### config.mk
export PLATFORM = sky130hd
export DESIGN_NAME = conv_core_param_flat
export DESIGN_NICKNAME = d
export VERILOG_FILES = /design/src/rtl/conv_pkg.sv /design/src/rtl/conv_core_param_if.sv /design/src/rtl/conv_mac.sv /design/src/rtl/conv_core_param.sv /design/src/flat_wrapper.sv
export SDC_FILE = /design/constraint.sdc
export NUM_CORES = 1
export LEC_CHECK = 0
export ABC_CLOCK_PERIOD_IN_PS = 4100
export CELL_PAD_IN_SITES_DETAIL_PLACEMENT = 2
export CELL_PAD_IN_SITES_GLOBAL_PLACEMENT = 2
export CORE_UTILIZATION = 34
export CTS_CLUSTER_SIZE = 20
export DETAILED_ROUTE_END_ITERATION = 8
export GPL_TIMING_DRIVEN = 0
export PLACE_DENSITY = 0.77
export SLEW_MARGIN = 10
export SYNTH_ARGS = -nofsm -noshare
export SYNTH_HDL_FRONTEND = slang
export SYNTH_HIERARCHICAL = 1
export SYNTH_SLANG_ARGS = --single-unit
export TNS_END_PERCENT = 50
### constraint.sdc
create_clock -name clk -period 4.1 [get_ports clk]
set_clock_uncertainty 0.1 [all_clocks]
set_input_delay 1.23 -clock clk [delete_from_list [all_inputs] [get_ports clk]]
set_output_delay 1.23 -clock clk [all_outputs]
set_load 0.01 [all_outputs]
### src/rtl/conv_pkg.sv
// conv_pkg: state encoding, accumulator width and parameter legality check shared by the convolution core.
package conv_pkg;
   typedef enum logic [2:0] {IDLE, ISSUE, DRAIN, WRITE, FIN} state_e;
   function automatic int acc_width(int data_w, int addr_w_x);
      return 2 * data_w + addr_w_x;
   endfunction
   function automatic bit widths_ok(int awx, int awy, int awz);
      return awz >= ((awx > awy) ? awx : awy) + 1;
   endfunction
endpackage

### src/rtl/conv_core_param_if.sv
// conv_core_param_if: AIP-side control plus X/Y read and Z write memory ports of the convolution core.
interface conv_core_param_if #(
   parameter int DATA_W   = 8,
   parameter int ADDR_W_X = 5,
   parameter int ADDR_W_Y = 5,
   parameter int ADDR_W_Z = 6,
   parameter int Z_W      = 16
);
   logic                start;
   logic [ADDR_W_X-1:0] sizeX;
   logic [ADDR_W_Y-1:0] sizeY;
   logic [ADDR_W_X-1:0] memX_addr;
   logic [DATA_W-1:0]   dataX;
   logic [ADDR_W_Y-1:0] memY_addr;
   logic [DATA_W-1:0]   dataY;
   logic [ADDR_W_Z-1:0] memZ_addr;
   logic [Z_W-1:0]      dataZ;
   logic                writeZ;
   logic                busy;
   logic                done;
   modport master (
      input  start, sizeX, sizeY, dataX, dataY,
      output memX_addr, memY_addr, memZ_addr, dataZ, writeZ, busy, done
   );
   modport slave (
      output start, sizeX, sizeY, dataX, dataY,
      input  memX_addr, memY_addr, memZ_addr, dataZ, writeZ, busy, done
   );
endinterface

### src/rtl/conv_mac.sv
// conv_mac: registered unsigned multiply-accumulate with synchronous clear and enable.
module conv_mac #(
   parameter int DATA_W = 8,
   parameter int ACC_W  = 21
) (
   input  logic              clk,
   input  logic              rstn,
   input  logic              clr_i,
   input  logic              en_i,
   input  logic [DATA_W-1:0] a_i,
   input  logic [DATA_W-1:0] b_i,
   output logic [ACC_W-1:0]  acc_d_o
);
   logic [2*DATA_W-1:0] prod;
   logic [ACC_W-1:0]    acc_q;
   assign prod    = (2*DATA_W)'(a_i) * (2*DATA_W)'(b_i);
   // Next value is exported so the writer can register the finished sum in the same edge.
   assign acc_d_o = clr_i ? '0 : en_i ? acc_q + ACC_W'(prod) : acc_q;
   always_ff @(posedge clk or negedge rstn)
      if (!rstn) acc_q <= '0;
      else       acc_q <= acc_d_o;
endmodule

### src/rtl/conv_core_param.sv
// conv_core_param: full linear convolution Z = X * Y with run-time lengths.
// CONV_SATURATE_EN: clamp dataZ to all-ones when the sum exceeds Z_W bits, else truncate.
module conv_core_param
   import conv_pkg::*;
#(
   parameter int DATA_W   = 8,
   parameter int ADDR_W_X = 5,
   parameter int ADDR_W_Y = 5,
   parameter int ADDR_W_Z = 6,
   parameter int Z_W      = 16
) (
   input logic                clk,
   input logic                rstn,
   conv_core_param_if.master  bus
);
   localparam int ACC_W = acc_width(DATA_W, ADDR_W_X);
   localparam int NW    = ADDR_W_Z;
   if (!widths_ok(ADDR_W_X, ADDR_W_Y, ADDR_W_Z)) begin : g_width_chk
      $error("ADDR_W_Z must be at least max(ADDR_W_X, ADDR_W_Y)+1");
   end
   state_e              state_q;
   logic [ADDR_W_X-1:0] sx_q, k_q, kmax_q;
   logic [ADDR_W_Y-1:0] sy_q, y_q;
   logic [NW-1:0]       n_q, n_nx, sx_w, sy_w, last_n, kmin_nx, kmax_nx, za_q;
   logic                vld_q, wr_q, busy_q, done_q, clr;
   logic [Z_W-1:0]      dz_q, dz_d;
   logic [ACC_W-1:0]    acc_d;
   assign sx_w    = NW'(sx_q);
   assign sy_w    = NW'(sy_q);
   assign n_nx    = n_q + NW'(1);
   assign last_n  = sx_w + sy_w - NW'(2);
   assign kmin_nx = (n_nx >= sy_w) ? n_nx - sy_w + NW'(1) : '0;
   assign kmax_nx = (n_nx < sx_w) ? n_nx : sx_w - NW'(1);
   assign clr     = (state_q == WRITE) || (state_q == IDLE && bus.start);
`ifdef CONV_SATURATE_EN
   assign dz_d = (|(acc_d >> Z_W)) ? '1 : acc_d[Z_W-1:0];
`else
   assign dz_d = acc_d[Z_W-1:0];
`endif
   // vld_q marks that the memory data now present belongs to an address issued last cycle.
   conv_mac #(.DATA_W(DATA_W), .ACC_W(ACC_W)) u_mac (
      .clk(clk), .rstn(rstn), .clr_i(clr), .en_i(vld_q),
      .a_i(bus.dataX), .b_i(bus.dataY), .acc_d_o(acc_d)
   );
   always_ff @(posedge clk or negedge rstn)
      if (!rstn) begin
         state_q <= IDLE;
         {sx_q, k_q, kmax_q, sy_q, y_q, n_q, za_q, dz_q} <= '0;
         {vld_q, wr_q, busy_q, done_q} <= '0;
      end else begin
         vld_q <= (state_q == ISSUE);
         case (state_q)
            IDLE: if (bus.start) begin
               sx_q <= bus.sizeX;
               sy_q <= bus.sizeY;
               n_q  <= '0;
               if (bus.sizeX == '0 || bus.sizeY == '0) begin
                  state_q <= FIN;
                  done_q  <= 1'b1;
               end else begin
                  state_q <= ISSUE;
                  busy_q  <= 1'b1;
                  k_q     <= '0;
                  y_q     <= '0;
                  kmax_q  <= '0;
               end
            end
            ISSUE: if (k_q == kmax_q) state_q <= DRAIN;
            else begin
               k_q <= k_q + 1'b1;
               y_q <= y_q - 1'b1;
            end
            DRAIN: begin
               state_q <= WRITE;
               wr_q    <= 1'b1;
               za_q    <= n_q;
               dz_q    <= dz_d;
            end
            WRITE: begin
               wr_q <= 1'b0;
               if (n_q == last_n) begin
                  state_q <= FIN;
                  busy_q  <= 1'b0;
                  done_q  <= 1'b1;
               end else begin
                  state_q <= ISSUE;
                  n_q     <= n_nx;
                  k_q     <= ADDR_W_X'(kmin_nx);
                  y_q     <= ADDR_W_Y'(n_nx - kmin_nx);
                  kmax_q  <= ADDR_W_X'(kmax_nx);
               end
            end
            default: begin
               done_q  <= 1'b0;
               state_q <= IDLE;
            end
         endcase
      end
   assign bus.memX_addr = k_q;
   assign bus.memY_addr = y_q;
   assign bus.memZ_addr = za_q;
   assign bus.dataZ     = dz_q;
   assign bus.writeZ    = wr_q;
   assign bus.busy      = busy_q;
   assign bus.done      = done_q;
endmodule

### src/flat_wrapper.sv
// flat-port wrapper written by rule: the top's interface ports become plain ports
module conv_core_param_flat import conv_pkg::*;
#(
   parameter int DATA_W   = 8,
   parameter int ADDR_W_X = 5,
   parameter int ADDR_W_Y = 5,
   parameter int ADDR_W_Z = 6,
   parameter int Z_W      = 16
)
  (clk, rstn, bus_start, bus_sizeX, bus_sizeY, bus_dataX, bus_dataY, bus_memX_addr, bus_memY_addr, bus_memZ_addr, bus_dataZ, bus_writeZ, bus_busy, bus_done);
  conv_core_param_if #(.DATA_W(DATA_W), .ADDR_W_X(ADDR_W_X), .ADDR_W_Y(ADDR_W_Y), .ADDR_W_Z(ADDR_W_Z), .Z_W(Z_W)) bus_i ();
  input logic clk;
  input logic rstn;
  input wire logic [$bits(bus_i.start)-1:0] bus_start;
  input wire logic [$bits(bus_i.sizeX)-1:0] bus_sizeX;
  input wire logic [$bits(bus_i.sizeY)-1:0] bus_sizeY;
  input wire logic [$bits(bus_i.dataX)-1:0] bus_dataX;
  input wire logic [$bits(bus_i.dataY)-1:0] bus_dataY;
  output wire logic [$bits(bus_i.memX_addr)-1:0] bus_memX_addr;
  output wire logic [$bits(bus_i.memY_addr)-1:0] bus_memY_addr;
  output wire logic [$bits(bus_i.memZ_addr)-1:0] bus_memZ_addr;
  output wire logic [$bits(bus_i.dataZ)-1:0] bus_dataZ;
  output wire logic [$bits(bus_i.writeZ)-1:0] bus_writeZ;
  output wire logic [$bits(bus_i.busy)-1:0] bus_busy;
  output wire logic [$bits(bus_i.done)-1:0] bus_done;
  assign bus_i.start = bus_start;
  assign bus_i.sizeX = bus_sizeX;
  assign bus_i.sizeY = bus_sizeY;
  assign bus_i.dataX = bus_dataX;
  assign bus_i.dataY = bus_dataY;
  assign bus_memX_addr = bus_i.memX_addr;
  assign bus_memY_addr = bus_i.memY_addr;
  assign bus_memZ_addr = bus_i.memZ_addr;
  assign bus_dataZ = bus_i.dataZ;
  assign bus_writeZ = bus_i.writeZ;
  assign bus_busy = bus_i.busy;
  assign bus_done = bus_i.done;
  conv_core_param #(.DATA_W(DATA_W), .ADDR_W_X(ADDR_W_X), .ADDR_W_Y(ADDR_W_Y), .ADDR_W_Z(ADDR_W_Z), .Z_W(Z_W)) u_core (.clk(clk), .rstn(rstn), .bus(bus_i));
endmodule
==> out/results.ini <==
[global_route]
grt_util_all_layers_pct=21.5
antenna_found_initial=0
globalRouteMet1Util_pct=23.0
grt.met2_usage_pct=43.0
grtUsageMet3_pct=2.42
gr-total-overflow=0
grt_pass1_vias=6494
top_usage_layer=met2
grt_max_degree=64
grt_pass1_wl_mm=35.3

[route]
wl_per_cell_um=22.1
vias_per_cell=5.13
drt_first_pass_iters=4
ant_nets=0
drc=0
finalWirelength_mm=23.9
dr_total_vias=5535
drtIter0Drc=221

[worst_setup_path]
cp_slowest_stage_delay_ns=0.56
cpMostUsedCell=fa_1
timing.rr.start=u_core/u_mac/acc_q[6]$_DFF_PN0_
r2r_slack_ns=-0.38
required_ns=4.23
cp.arrival_ns=5.28
startpoint_type=primary input
worstRegToRegCells=15
cp_slowest_cell=fa_1
regToRegEndpoint=u_core/bus.dataZ[10]$_DFFE_PN0P_
critical_path_class=in2reg
path_cells=buf_8 -> buf_4 -> and2_4 -> fa_1 -> fa_1 -> fa_1 -> inv_2 -> fa_1 -> inv_2 -> ha_4 -> a21o_4 -> a221oi_4 -> o21ai_4 -> xnor2_2 -> o22ai_2 -> mux2_4
end_kind=flip-flop
path_max_fanout=5

[logic_synthesis]
synthCells=713
syn_area_per_cell_um2=9.77
synth_area_um2=6960
yosysWarnings=6
syn_nets=864

[hold_path]
holdPathStages=1
hold_start=u_core/bus.writeZ$_DFFE_PN0P_
hold_class=reg2reg
holdPathEnd=u_core/bus.writeZ$_DFFE_PN0P_

[sta]
report.final.setup_viol=23
hold_viol_final=0
fin_crit_ns=5.15
clock.fmax_mhz=194
fin_crit_sh_pct=126
worstMarginPinSlew_ns=0.684
slew_headroom_pct=54.4
rsz0062_at_grt=yes
maxSlewViolCount=0
finalWorstSetupSlack_ns=-1.05

[floorplan]
fp.dieH_um=145
io_pins=64
dieArea_um2=21100
start_util_pct=35.2
core_area_um2=19800
fp-row-count=51
die_w_um=145

[clock_network]
clk_path_buf_depth=2
cts_tree=yes
root_buffer=clkbuf_16
cts_buffers=9
cts_sinks=76
h-tree-depth=3
ctsHoldBuffers=0
clock_latency_ns=0.34
clkTransAtPathRegs_ns=0.07

[status]
violations=negative setup slack
status=complete, but fails checks

[cells_and_area]
area_delta_synth_final_pct=30.8
nFillCells=2066
register_area_um2=1900
multiInputGateArea_um2=4990
antenna_cells=0
drive_gt1_share_pct=24.6
nNetsFinal=960

[placement]
gp_congestion=0.816
dpl_worst_slack_ns=-2.03
place_hpwl_mm=16.9
place.port_buffers=61

[flow_run]
max-cap-violations=0

how the worst max path moves through the flow:
stage,start,end,depth (start not counted)
final,bus_dataY[6],u_core/bus.dataZ[12]$_DFFE_PN0P_,16
after detailed placement,bus_dataX[5],u_core/bus.dataZ[12]$_DFFE_PN0P_,16
after global placement,bus_dataX[2],u_core/bus.dataZ[10]$_DFFE_PN0P_,17
after CTS,bus_dataY[6],u_core/bus.dataZ[12]$_DFFE_PN0P_,15
after floorplan,bus_dataY[0],u_core/bus.dataZ[10]$_DFFE_PN0P_,17
after global routing,bus_dataY[6],u_core/bus.dataZ[10]$_DFFE_PN0P_,18
sequential cells by signal (all words and copies together), names as in the netlist:
| register | cells |
|---|---|
| u_core/bus.dataZ | 16 |
| u_core/u_mac/acc_q | 16 |
| u_core/bus.memZ_addr | 6 |
| u_core/n_q | 6 |
| u_core/bus.memX_addr | 5 |
| u_core/bus.memY_addr | 5 |
| u_core/kmax_q | 5 |
| u_core/sx_q | 5 |
| u_core/sy_q | 5 |
| u_core/state_q | 3 |
| u_core/bus.busy | 1 |
| u_core/bus.done | 1 |
| u_core/bus.writeZ | 1 |
| u_core/vld_q | 1 |
per-stage QoR:
stage / hold slack [ns] / util [%] / TNS, ns / area (µm²) / std cells
floorplan: 0.385 / - / -14.38 / 7180 / 713
global placement: 0.370 / 41.1 / -121.03 / 8130 / 1039
detailed placement: 0.384 / 41.2 / -41.05 / 8150 / 1040
CTS: 0.399 / 44.9 / -15.08 / 8880 / 1073
global route: 0.427 / 46.0 / -19.19 / 9110 / 1079
finish: 0.395 / 46.0 / -16.63 / 9110 / 1079
repair_timing:
action,CTS,global route
resized for setup,157,39
setup buffers,19,6
setup endpoints to repair,28,25
pin swaps,47,39
area by class of cell:
type / instances / area share, %
plain buffers: 21 / 1.76
repair buffers: 87 / 10.2
clock buffers: 9 / 2.47
clock inverters: 7 / 0.907
inverters: 129 / 5.32
flip-flops and latches: 76 / 20.9
well taps: 265 / 3.64
multi-input cells: 485 / 54.9
critical path: cells and delay by family:
family	cells	cell delay, ns
XOR/XNOR	1	0.20
multiplexers	1	0.29
buffers and inverters	4	0.35
AND/OR/NAND/NOR	1	0.13
AO/OA/AOI/OAI	4	0.82
adder cells (fa/ha/maj)	5	2.24
routing by layer:
metal  up-vias  part of all wire [%]
met5         -                     0
met4         0                   2.3
met3        30                   2.0
met2        88                    57
met1      2886                    38
li1       2531                     -
layout by cell type, fill, tap and decap left out, drive strengths merged, types with 9 or more instances in the layout:
master,instances
a21o,10
a21oi,21
a22o,12
and2,35
buf,49
clkbuf,22
clkdlybuf4s50,46
dfrtp,76
fa,54
ha,68
inv,132
mux2,28
mux2i,11
nand2,60
nand2b,10
nand3,14
nor2,21
nor3,9
o21ai,29
o22ai,9
xnor2,19
xor2,12
Power is not shown: default switching activity piles up to over one toggle a cycle in this logic, so the estimate is an artifact.
